<file path="src/rtl/fsm_seq_tx.sv">
// fsm_seq_tx: sends the unlock header 0x81, 0x42, 0x24, 0x18 on a valid/ready
// byte stream, followed by a programmable number of 0x1C keep-alive bytes.
//
// Handshake: a byte moves on a rising edge where out_vld=1 and out_rdy=1.
// While out_vld=1 and out_rdy=0, out_val, out_vld and the internal state all
// hold. out_vld never drops without a transfer, except on abort or reset.
module fsm_seq_tx #(
  parameter int unsigned KEEP_W    = 8,
  parameter logic [7:0]  IDLE_BYTE = 8'h00
) (
  input  logic              clk,
  input  logic              rstn,
  input  logic              start,
  input  logic [KEEP_W-1:0] keep_len,
  input  logic              abort,
  output logic [7:0]        out_val,
  output logic              out_vld,
  input  logic              out_rdy,
  output logic              busy,
  output logic              done,
  output logic [2:0]        state_dbg
);

  typedef enum logic [2:0] {
    S_IDLE = 3'd0,
    S_H0   = 3'd1,
    S_H1   = 3'd2,
    S_H2   = 3'd3,
    S_H3   = 3'd4,
    S_KEEP = 3'd5
  } state_t;

  localparam logic [7:0] HDR0_BYTE = 8'h81;
  localparam logic [7:0] HDR1_BYTE = 8'h42;
  localparam logic [7:0] HDR2_BYTE = 8'h24;
  localparam logic [7:0] HDR3_BYTE = 8'h18;
  localparam logic [7:0] KEEP_BYTE = 8'h1C;

  localparam logic [KEEP_W-1:0] KCNT_ZERO = '0;
  localparam logic [KEEP_W-1:0] KCNT_ONE  = {{(KEEP_W-1){1'b0}}, 1'b1};

  state_t            state, state_n;
  logic [KEEP_W-1:0] kcnt, kcnt_n;
  logic [7:0]        out_val_n;
  logic              out_vld_n;
  logic              done_n;
  logic              xfer;

  // Byte presented on the stream in a given state.
  function automatic logic [7:0] state_byte(input state_t s);
    logic [7:0] b;
    b = IDLE_BYTE;
    case (s)
      S_H0:    b = HDR0_BYTE;
      S_H1:    b = HDR1_BYTE;
      S_H2:    b = HDR2_BYTE;
      S_H3:    b = HDR3_BYTE;
      S_KEEP:  b = KEEP_BYTE;
      default: b = IDLE_BYTE;
    endcase
    return b;
  endfunction

  // out_vld is a register equal to (state != IDLE), so it qualifies transfers.
  assign xfer = out_vld & out_rdy;

  // Next state, keep-alive counter and done pulse.
  always_comb begin
    state_n = state;
    kcnt_n  = kcnt;
    done_n  = 1'b0;

    case (state)
      S_IDLE: begin
        // abort in IDLE wins over start: nothing is launched.
        if (start && !abort) begin
          state_n = S_H0;
          kcnt_n  = keep_len;
        end
      end
      S_H0: if (xfer) state_n = S_H1;
      S_H1: if (xfer) state_n = S_H2;
      S_H2: if (xfer) state_n = S_H3;
      S_H3: begin
        if (xfer) begin
          if (kcnt == KCNT_ZERO) begin
            state_n = S_IDLE;
            done_n  = 1'b1;
          end else begin
            state_n = S_KEEP;
          end
        end
      end
      S_KEEP: begin
        // kcnt is nonzero whenever KEEP is entered; the guard keeps it from wrapping.
        if (xfer && (kcnt != KCNT_ZERO)) begin
          kcnt_n = kcnt - KCNT_ONE;
          if (kcnt == KCNT_ONE) begin
            state_n = S_IDLE;
            done_n  = 1'b1;
          end
        end
      end
      default: begin
        state_n = S_IDLE;
        kcnt_n  = KCNT_ZERO;
      end
    endcase

    // abort outranks a simultaneous transfer and suppresses done.
    if (abort && (state != S_IDLE)) begin
      state_n = S_IDLE;
      kcnt_n  = KCNT_ZERO;
      done_n  = 1'b0;
    end

    // Outputs are registered from the next state so they line up with it.
    out_val_n = state_byte(state_n);
    out_vld_n = (state_n != S_IDLE);
  end

  // State, counter and registered outputs.
  always_ff @(posedge clk or negedge rstn) begin
    if (!rstn) begin
      state   <= S_IDLE;
      kcnt    <= KCNT_ZERO;
      out_val <= IDLE_BYTE;
      out_vld <= 1'b0;
      done    <= 1'b0;
    end else begin
      state   <= state_n;
      kcnt    <= kcnt_n;
      out_val <= out_val_n;
      out_vld <= out_vld_n;
      done    <= done_n;
    end
  end

  assign busy      = (state != S_IDLE);
  assign state_dbg = state;

endmodule

</file>
<file path="config.mk">
export PLATFORM = sky130hd
export DESIGN_NAME = fsm_seq_tx
export DESIGN_NICKNAME = d
export VERILOG_FILES = /design/src/rtl/fsm_seq_tx.sv
export SDC_FILE = /design/constraint.sdc
export NUM_CORES = 1
export LEC_CHECK = 0
export BUFFER_PORTS_ARGS = -buffer_cell sky130_fd_sc_hd__clkbuf_2
export CORE_AREA = 2 2 49 51
export CTS_CLUSTER_DIAMETER = 120
export DETAILED_ROUTE_END_ITERATION = 8
export DIE_AREA = 0 0 51 53
export GPL_ROUTABILITY_DRIVEN = 1
export GPL_TIMING_DRIVEN = 0
export PLACE_DENSITY = 0.79
export SETUP_SLACK_MARGIN = 0.4
export SYNTH_ARGS = -nofsm -noshare
export SYNTH_HDL_FRONTEND = slang
export SYNTH_SLANG_ARGS = --single-unit
</file>
<file path="constraint.sdc">
create_clock -name clk -period 4.4 [get_ports clk]
set_input_delay 0.88 -clock clk [delete_from_list [all_inputs] [get_ports clk]]
set_output_delay 0.88 -clock clk [all_outputs]
set_load 0.02 [all_outputs]
</file>
After elaboration in Yosys (flattened, before gate mapping)
Index checks and enable logic that the tools add are counted.
- bits in registers: 21
- bits of input ports: 13
- output and inout port bits: 14
- reductions and logical operators: 11
- equality and inequality tests: 14
- bitwise operators: 1
- $add $sub $neg: 1
- muxes and demuxes: 21
- operators by type and width (cell ; number):
    case mux 8 bit (5 select lines) ; 1
    2-to-1 mux 3 bit ; 9
    2-to-1 mux 8 bit ; 3
    case mux 8 bit (3 select lines) ; 1
    case mux 3 bit (6 select lines) ; 1
    equality test 3 x 2 -> 1 bit, second input constant ; 4
    equality test 3 bit, second input constant ; 4
    equality test 8 x 1 -> 1 bit, second input constant ; 1
    zero test 8 bit ; 1
    nonzero test 8 bit ; 1
    subtractor 8 x 1 -> 8 bit, second input constant ; 1
    equality test 3 x 1 -> 1 bit, second input constant ; 2
    inequality test 3 bit, second input constant ; 2
    nonzero test 3 bit ; 2
    2-to-1 mux 1 bit ; 5
    OR reduction 4 bit ; 1
    logical AND 1 bit ; 3
    zero test 3 bit ; 1
    AND reduction 3 bit ; 1
    inequality test 2 x 1 -> 1 bit, second input constant ; 1
    case mux 1 bit (2 select lines) ; 1
    AND 1 bit ; 1
    zero test 1 bit ; 1

Longest topological paths before layout
Gate-level depths: netlist of run 1.
- depth in word-level cells: 7
- mapped depth: 7

Worst setup path after synthesis of run 1
No wires, ideal clock.
- path type: register to output
- start: reg state[0], in the netlist state_dbg[0]
- end: out busy
- data arrival time: 1252 ps
- path slack: 2268 ps
- path buffers: 1
- stages on the path, launching flop included: 4
- cells stage by stage: dfrtp_1 > buf_4 > nor3_2 > inv_1
- word-level cells in the longest chain between the ends: 1
- ends and longest elaborated chain (what ; line ; RTL):
    from (decl) ; 42 ; state_t state, state_n;
    from (signal assigned) ; 131 ; state <= state_n;
    nonzero test 3 bit ; 139 ; assign busy = (state != S_IDLE);
    to (decl) ; 19 ; output logic busy,
No other way between the ends.

Final worst setup path of run 1
Same ends and word-level chain as after synthesis.

==> key figures, run 1 <==
Clock tree
  • CTS tree: done
  • H-tree depth: 1
  • Clock transition at the registers of the reported paths: 0.10 ns
  • Setup bufs post-CTS: 0
  • Sink Count: 18
  • Clk_lat worst skew: 0.29 ns
  • Clk root buf: clkbuf_4
  • CTS Buf Count: 3
  • Post-cts gate resize count: 0
  • Max clock buf depth: 2
  • Hold-fix buffers, CTS: 0

Synthesis
  • Syn_nets: 140
  • Synthesis Warnings: 0
  • Register area share after synthesis: 39.0%
  • Mapped Area: 0.00115 sq mm
  • Async SR Flop Fraction: 100%
  • Number of flops mapped to enable cells by yosys: 0
  • Avg Cell Area, Syn: 9.30 sq um
  • Synth Flop Type: dfrtp_1
  • Post-Synthesis Cells: 124
  • Yosys cell types: 42
  • Seq cells post-synth: 18

Critical path
  • Nature of the critical path startpoint: flop
  • Required time of the critical path: 3.52 ns
  • CP max stage delay: 0.52 ns
  • Setup crit start: state_dbg[0]$_DFF_PN0_
  • Crit-path max FO: 10
  • R2R Path Start: kcnt[4]$_DFFE_PN0P_
  • Critical-path cell list: buf_4, nor3_2, inv_1, clkbuf_2
  • Crit. End Element: output pin
  • Slowest cell on the critical path: nor3_2
  • Critical Path AT: 1.71 ns
  • Kind of critical path: reg2out

STA
  • Final TNS setup: 0 ns
  • Max-slew violation count: 0
  • RSZ-0062 raised after global routing: false
  • Clk_skew: 0.00325 ns
  • Minimum clock period: 2.59 ns
  • Final setup violation count: 0
  • Tightest Pin Transition: 0.594 ns
  • Top achievable clock speed: 386 MHz
  • Period utilisation layout: 58.9%
  • Max_slew headroom: 60.2%
  • Final Hold Fails: 0

GRT
  • Vias in the first global route: 991
  • Initial antenna violation count: 0
  • First-pass GRT wire length: 4230 microns
  • Largest net degree at the start of global routing: 19
  • Gr ovfl total: 0
  • Overall Global Routing Usage: 20.8%

Pwr
  • Seq pwr share: 31.7%
  • Max VDD drop: 0.000377 V
  • Int Pwr: 0.000466 W
  • Pwr Total: 0.000892 W
  • Sw frac: 47.8%
  • Clk pwr share: 9.1%
  • Power Dens Cells: 667 mW/mm^2
  • Leakage power: 0.639 nW
  • Combinational share of power: 59.2%
  • Psw: 0.000426 W

Layout
  • Layout Nets: 170
  • Commonest non-fill, non-tap cell in the layout: clkbuf_2
  • Synthesis-to-finish area growth: 15.8%
  • Most frequent cells in the layout: clkbuf_2 (25), dfrtp_1 (18), nor2_1 (10)
  • Diode count: 0
  • Share of cells above drive strength 1: 32.9%

Floorplan
  • Die Y-Extent: 53 microns
  • Die W: 51 microns
  • Initial Util: 53.7%
  • Rows: 17
  • Num ports: 27
  • Die area: 0.00270 sq mm
  • Core area: 0.00215 sq mm

Status
  • Status: finished clean

Detailed routing
  • Vias per inst: 5.78
  • Drt drc: 0
  • Antenna Nets Post-Route: 0
  • Starting DRT DRC Count: 14
  • Final WL: 2420 microns
  • Detailed-route via count: 1,041
  • Pre-antenna DRT Iters: 4
  • Drt wl/cell: 13.5 microns

Job
  • Max Cap Viol: 0

Worst hold path
  • Hold Path Class: in2async

Placement
  • IO buf count: 25
  • Hpwl dp: 1910 microns
  • Gpl congestion: 0.867
path summary, 6_finish.rpt:
kind	cells past startpoint	slack, ns	to
min in group clk	2	0.53	kcnt[6]$_DFFE_PN0P_
worst max-delay path	4	1.81	busy
max in group asynchronous	1	3.59	kcnt[6]$_DFFE_PN0P_
worst min-delay path	1	0.51	kcnt[3]$_DFFE_PN0P_
worst max register to register	5	2.67	out_vld$_DFF_PN0_
worst min register to register	2	0.53	kcnt[6]$_DFFE_PN0P_
logic make-up after synthesis:
kind of cell | count (synthesis) | synth area share [%]
xor+xnor | 1 | 0.759
buf+inv | 17 | 8.35
compound gates | 47 | 28.7
fa+ha+maj | 4 | 4.12
flops | 18 | 39.0
simple gates | 37 | 19.0
metrics by stage:
step	instance area (sq um)	std cells	setup WS (ns)	utilization (%)	hold slack [ns]
6_report	1340	180	1.81	62.2	0.507
5_1_grt	1340	180	1.66	62.2	0.543
4_1_cts	1340	180	1.79	62.2	0.528
3_5_place_dp	1310	177	2.08	61.2	0.507
3_3_place_gp	1310	177	2.17	61.2	0.497
2_1_floorplan	1150	124	2.27	-	0.486
worst max-delay path, delay by kind of cell, from the launching register on:
family        cells  cell delay [ns]
simple gates      1             0.52
flops             1             0.45
buf+inv           3             0.44
synth_stat cells (3+ instances only):
library cell  number  area [sq um]
nand2_1            5          18.8
ha_1               3          37.5
nor3_1             5          25.0
o21ai_0            9          45.0
inv_1              9          33.8
o21ai_2            6          52.6
dfrtp_1           18           450
a21oi_1            9          45.0
a32oi_1            3          26.3
buf_4              4          30.0
nor2_1            10          37.5
a22oi_1            3          22.5
per-layer routing:
layer | share of wire, % | track usage (%)
met5 | 0 | 0
met4 | 2.0 | 9.46
met3 | 4.3 | 2.82
met2 | 50 | 36.6
met1 | 44 | 25.2
final cells by class:
type | count | area [sq um]
fillers | 189 | 812
inverters | 9 | 33.8
flip-flops and latches | 18 | 450
plain buffers | 8 | 62.6
well taps | 28 | 35.0
repair buffers | 25 | 125
clock buffers | 3 | 22.5
multi-input cells | 89 | 607
power groups by stage:
stage	combinational, W	sequential (W)	clock, W
after floorplan	0.000375	0.000310	0
after global placement	0.000519	0.000283	0
after detailed placement	0.000533	0.000286	0
after CTS	0.000532	0.000283	0.0000843
after global routing	0.000589	0.000291	0.0000889
final	0.000528	0.000282	0.0000812
sequential cells by signal, indices dropped and copies added, names as in the netlist:
signal     cells
done           1
kcnt           8
out_val        5
out_vld        1
state_dbg      3
No activity file was read; power rests on OpenSTA's default activity.
==> inputs of run 2 (changes only) <==
- CORE_AREA: 2 2 49 51 -> 2 2 53 55
- DIE_AREA: 0 0 51 53 -> 0 0 55 57
- PLACE_DENSITY: 0.79 -> 0.72
- clock period: 4.4 -> 2.3 ns (I/O delays scaled with it)
==> run 2 against run 1 <==
Net effect: combinational power up 99%; critical path depth unchanged; non-clock buffer count grew 1; register-to-register slack worse by 2.1 ns; clock skew is 0.0033 ns higher; sequential share of layout area shrank 0.44 points.
==> key figures, run 2 (synthesis results as in run 1) <==
STA
  • Minimum clock period: 1.76 ns
  • Max_slew headroom: 64.7% (+4.5 points)
  • Final TNS setup: 0 ns (unchanged)
  • Period utilisation layout: 76.7%
  • Max-slew violation count: 0 (unchanged)
  • Hold Slack: 0.103 ns (-0.404 ns)
  • Final setup violation count: 0 (unchanged)
  • RSZ-0062 raised after global routing: false
  • Final Hold Fails: 0 (unchanged)
  • Clk_skew: 0.00650 ns (+0.00325 ns)
  • Tightest Pin Transition: 0.529 ns (-0.0647 ns)
  • Top achievable clock speed: 567 MHz

Critical path
  • Crit. End Element: output pin
  • Kind of critical path: reg2out
  • Critical Path AT: 1.30 ns (-0.41 ns)
  • Nature of the critical path startpoint: flop
  • Slowest cell on the critical path: dfrtp_1
  • CP max stage delay: 0.43 ns (-0.09 ns)
  • Critical-path cell list: buf_2, nor3_4, inv_1, clkbuf_2
  • Required time of the critical path: 1.84 ns (-1.68 ns)
  • Crit-path max FO: 10 (unchanged)

Job
  • Max Cap Viol: 0 (unchanged)

Layout
  • Most frequent cells in the layout: clkbuf_2 (25), dfrtp_1 (18), nor2_1 (10)
  • Max reg flops: 8 (unchanged)
  • Layout Nets: 171 (+0.59%)
  • Multi-input logic area: 613 sq um (+1.0%)
  • Largest reg by FF count: kcnt
  • Synthesis-to-finish area growth: 17.4%
  • Commonest non-fill, non-tap cell in the layout: clkbuf_2
  • Share of cells above drive strength 1: 33.3% (+0.44 points)
  • FF/Latch Area: 450 sq um (unchanged)
  • Diode count: 0 (unchanged)
  • # fillers: 252 (+33%)

GRT
  • Gr ovfl total: 0 (unchanged)
  • First-pass GRT wire length: 4540 microns (+7.4%)
  • Initial antenna violation count: 0 (unchanged)
  • Overall Global Routing Usage: 19.3% (-1.5 points)
  • Largest net degree at the start of global routing: 19 (unchanged)
  • Vias in the first global route: 1,031 (+4.0%)

Status
  • Status: finished clean

Worst hold path
  • Hold Path Class: in2async

Pwr
  • Psw: 0.000841 W (+97%)
  • Seq pwr share: 31.1% (-0.6 points)
  • Int Pwr: 0.000911 W (+96%)
  • Leakage power: 0.646 nW (+1.1%)
  • Max VDD drop: 0.000704 V (+87%)
  • Clk pwr share: 9.0% (about the same)
  • Sw frac: 48.0% (+0.22 points)
  • Power Dens Cells: 1290 mW/mm^2 (+94%)
  • Combinational share of power: 59.8% (+0.6 points)

Detailed routing
  • Pre-antenna DRT Iters: 5 (+1)
  • Vias per inst: 5.71 (-1.2%)
  • Detailed-route via count: 1,051 (+0.96%)
  • Final WL: 2660 microns (+9.6%)
  • Drt wl/cell: 14.4 microns (+7.2%)
  • Drt drc: 0 (unchanged)
  • Antenna Nets Post-Route: 0 (unchanged)
  • Starting DRT DRC Count: 45 (+31)

Floorplan
  • Die Y-Extent: 57 microns (+7.5%)
  • Core area: 0.00262 sq mm (+22%)
  • Rows: 19 (+2)
  • Die W: 55 microns (+7.8%)
  • Num ports: 27 (unchanged)
  • Initial Util: 44.1% (-9.6 points)
  • Die area: 0.00314 sq mm (+16%)

Clock tree
  • Hold-fix buffers, CTS: 0 (unchanged)
  • Sink Count: 18 (unchanged)
  • Max clock buf depth: 2 (unchanged)
  • CTS tree: done
  • Clk_lat worst skew: 0.29 ns (about the same)
  • H-tree depth: 1 (unchanged)
  • Clock transition at the registers of the reported paths: 0.10 ns (about the same)
  • CTS Buf Count: 3 (unchanged)
  • Clk root buf: clkbuf_4

Placement
  • Hpwl dp: 2020 microns (+5.8%)
  • IO buf count: 25 (unchanged)
  • Gpl congestion: 0.881 (+1.7%)
## run 2: final timing paths
check	startpoint	endpoint	slack, ns	depth (start not counted)
setup / recovery	state_dbg[2]$_DFF_PN0_	busy	0.54	4
hold / removal	rstn	out_val[0]$_DFF_PN0_	0.10	1
setup reg to reg	kcnt[4]$_DFFE_PN0P_	out_vld$_DFF_PN0_	0.54	5
hold reg to reg	kcnt[7]$_DFFE_PN0P_	kcnt[7]$_DFFE_PN0P_	0.53	2
max in group asynchronous	rstn	state_dbg[2]$_DFF_PN0_	1.87	1
min in group clk	keep_len[2]	kcnt[2]$_DFFE_PN0P_	0.37	3
## run 2: layer usage
layer | share of wire (%) | vias to the layer above | wire (microns) | global-route usage, %
met3 | 4.9 | 6 | 131 | 2.36
li1 | - | 518 | - | -
met4 | 1.4 | 0 | 37 | 6.97
met2 | 48 | 36 | 1280 | 29.9
met1 | 45 | 491 | 1210 | 27.4
met5 | 0 | - | 0 | 0
## run 2: critical path, delay by kind of cell (launching register included)
| kind | cells | cell delay [ns] |
|---|---|---|
| buffers and inverters | 3 | 0.41 |
| flip-flops | 1 | 0.43 |
| AND/OR/NAND/NOR | 1 | 0.18 |
## run 2: layout make-up
| type | instances | area share, % |
|---|---|---|
| Inverter | 9 | 2.50 |
| Tap cell | 31 | 2.87 |
| Multi-Input combinational cell | 89 | 45.3 |
| Clock buffer | 3 | 1.66 |
| Sequential cell | 18 | 33.3 |
| Buffer | 8 | 4.62 |
| Timing Repair Buffer | 26 | 9.80 |
## run 2: stage by stage
stage / area (sq um) / utilization (%) / setup WS, ns / std cells / total power [W]
2_1_floorplan: 1150 / - / 0.588 / 124 / 0.00131
3_3_place_gp: 1320 / 50.4 / 0.463 / 180 / 0.00153
3_5_place_dp: 1320 / 50.4 / 0.447 / 180 / 0.00156
4_1_cts: 1350 / 51.8 / 0.514 / 184 / 0.00176
5_1_grt: 1350 / 51.8 / 0.446 / 184 / 0.00189
6_report: 1350 / 51.8 / 0.535 / 184 / 0.00175
## run 2: what timing repair did
item | 4_1_cts | 5_1_grt
gates resized for setup | 1 | 0
setup endpoints to repair | 1 | 0
buffers inserted | 1 | 0
## run 2: power by group through the flow
stage | clock network, W | registers [W] | logic [W]
after CTS | 0.000162 | 0.000545 | 0.00105
after global placement | 0 | 0.000546 | 0.000987
final | 0.000158 | 0.000546 | 0.00105
after detailed placement | 0 | 0.000549 | 0.00102
after floorplan | 0 | 0.000593 | 0.000717
after global routing | 0.000171 | 0.000560 | 0.00116
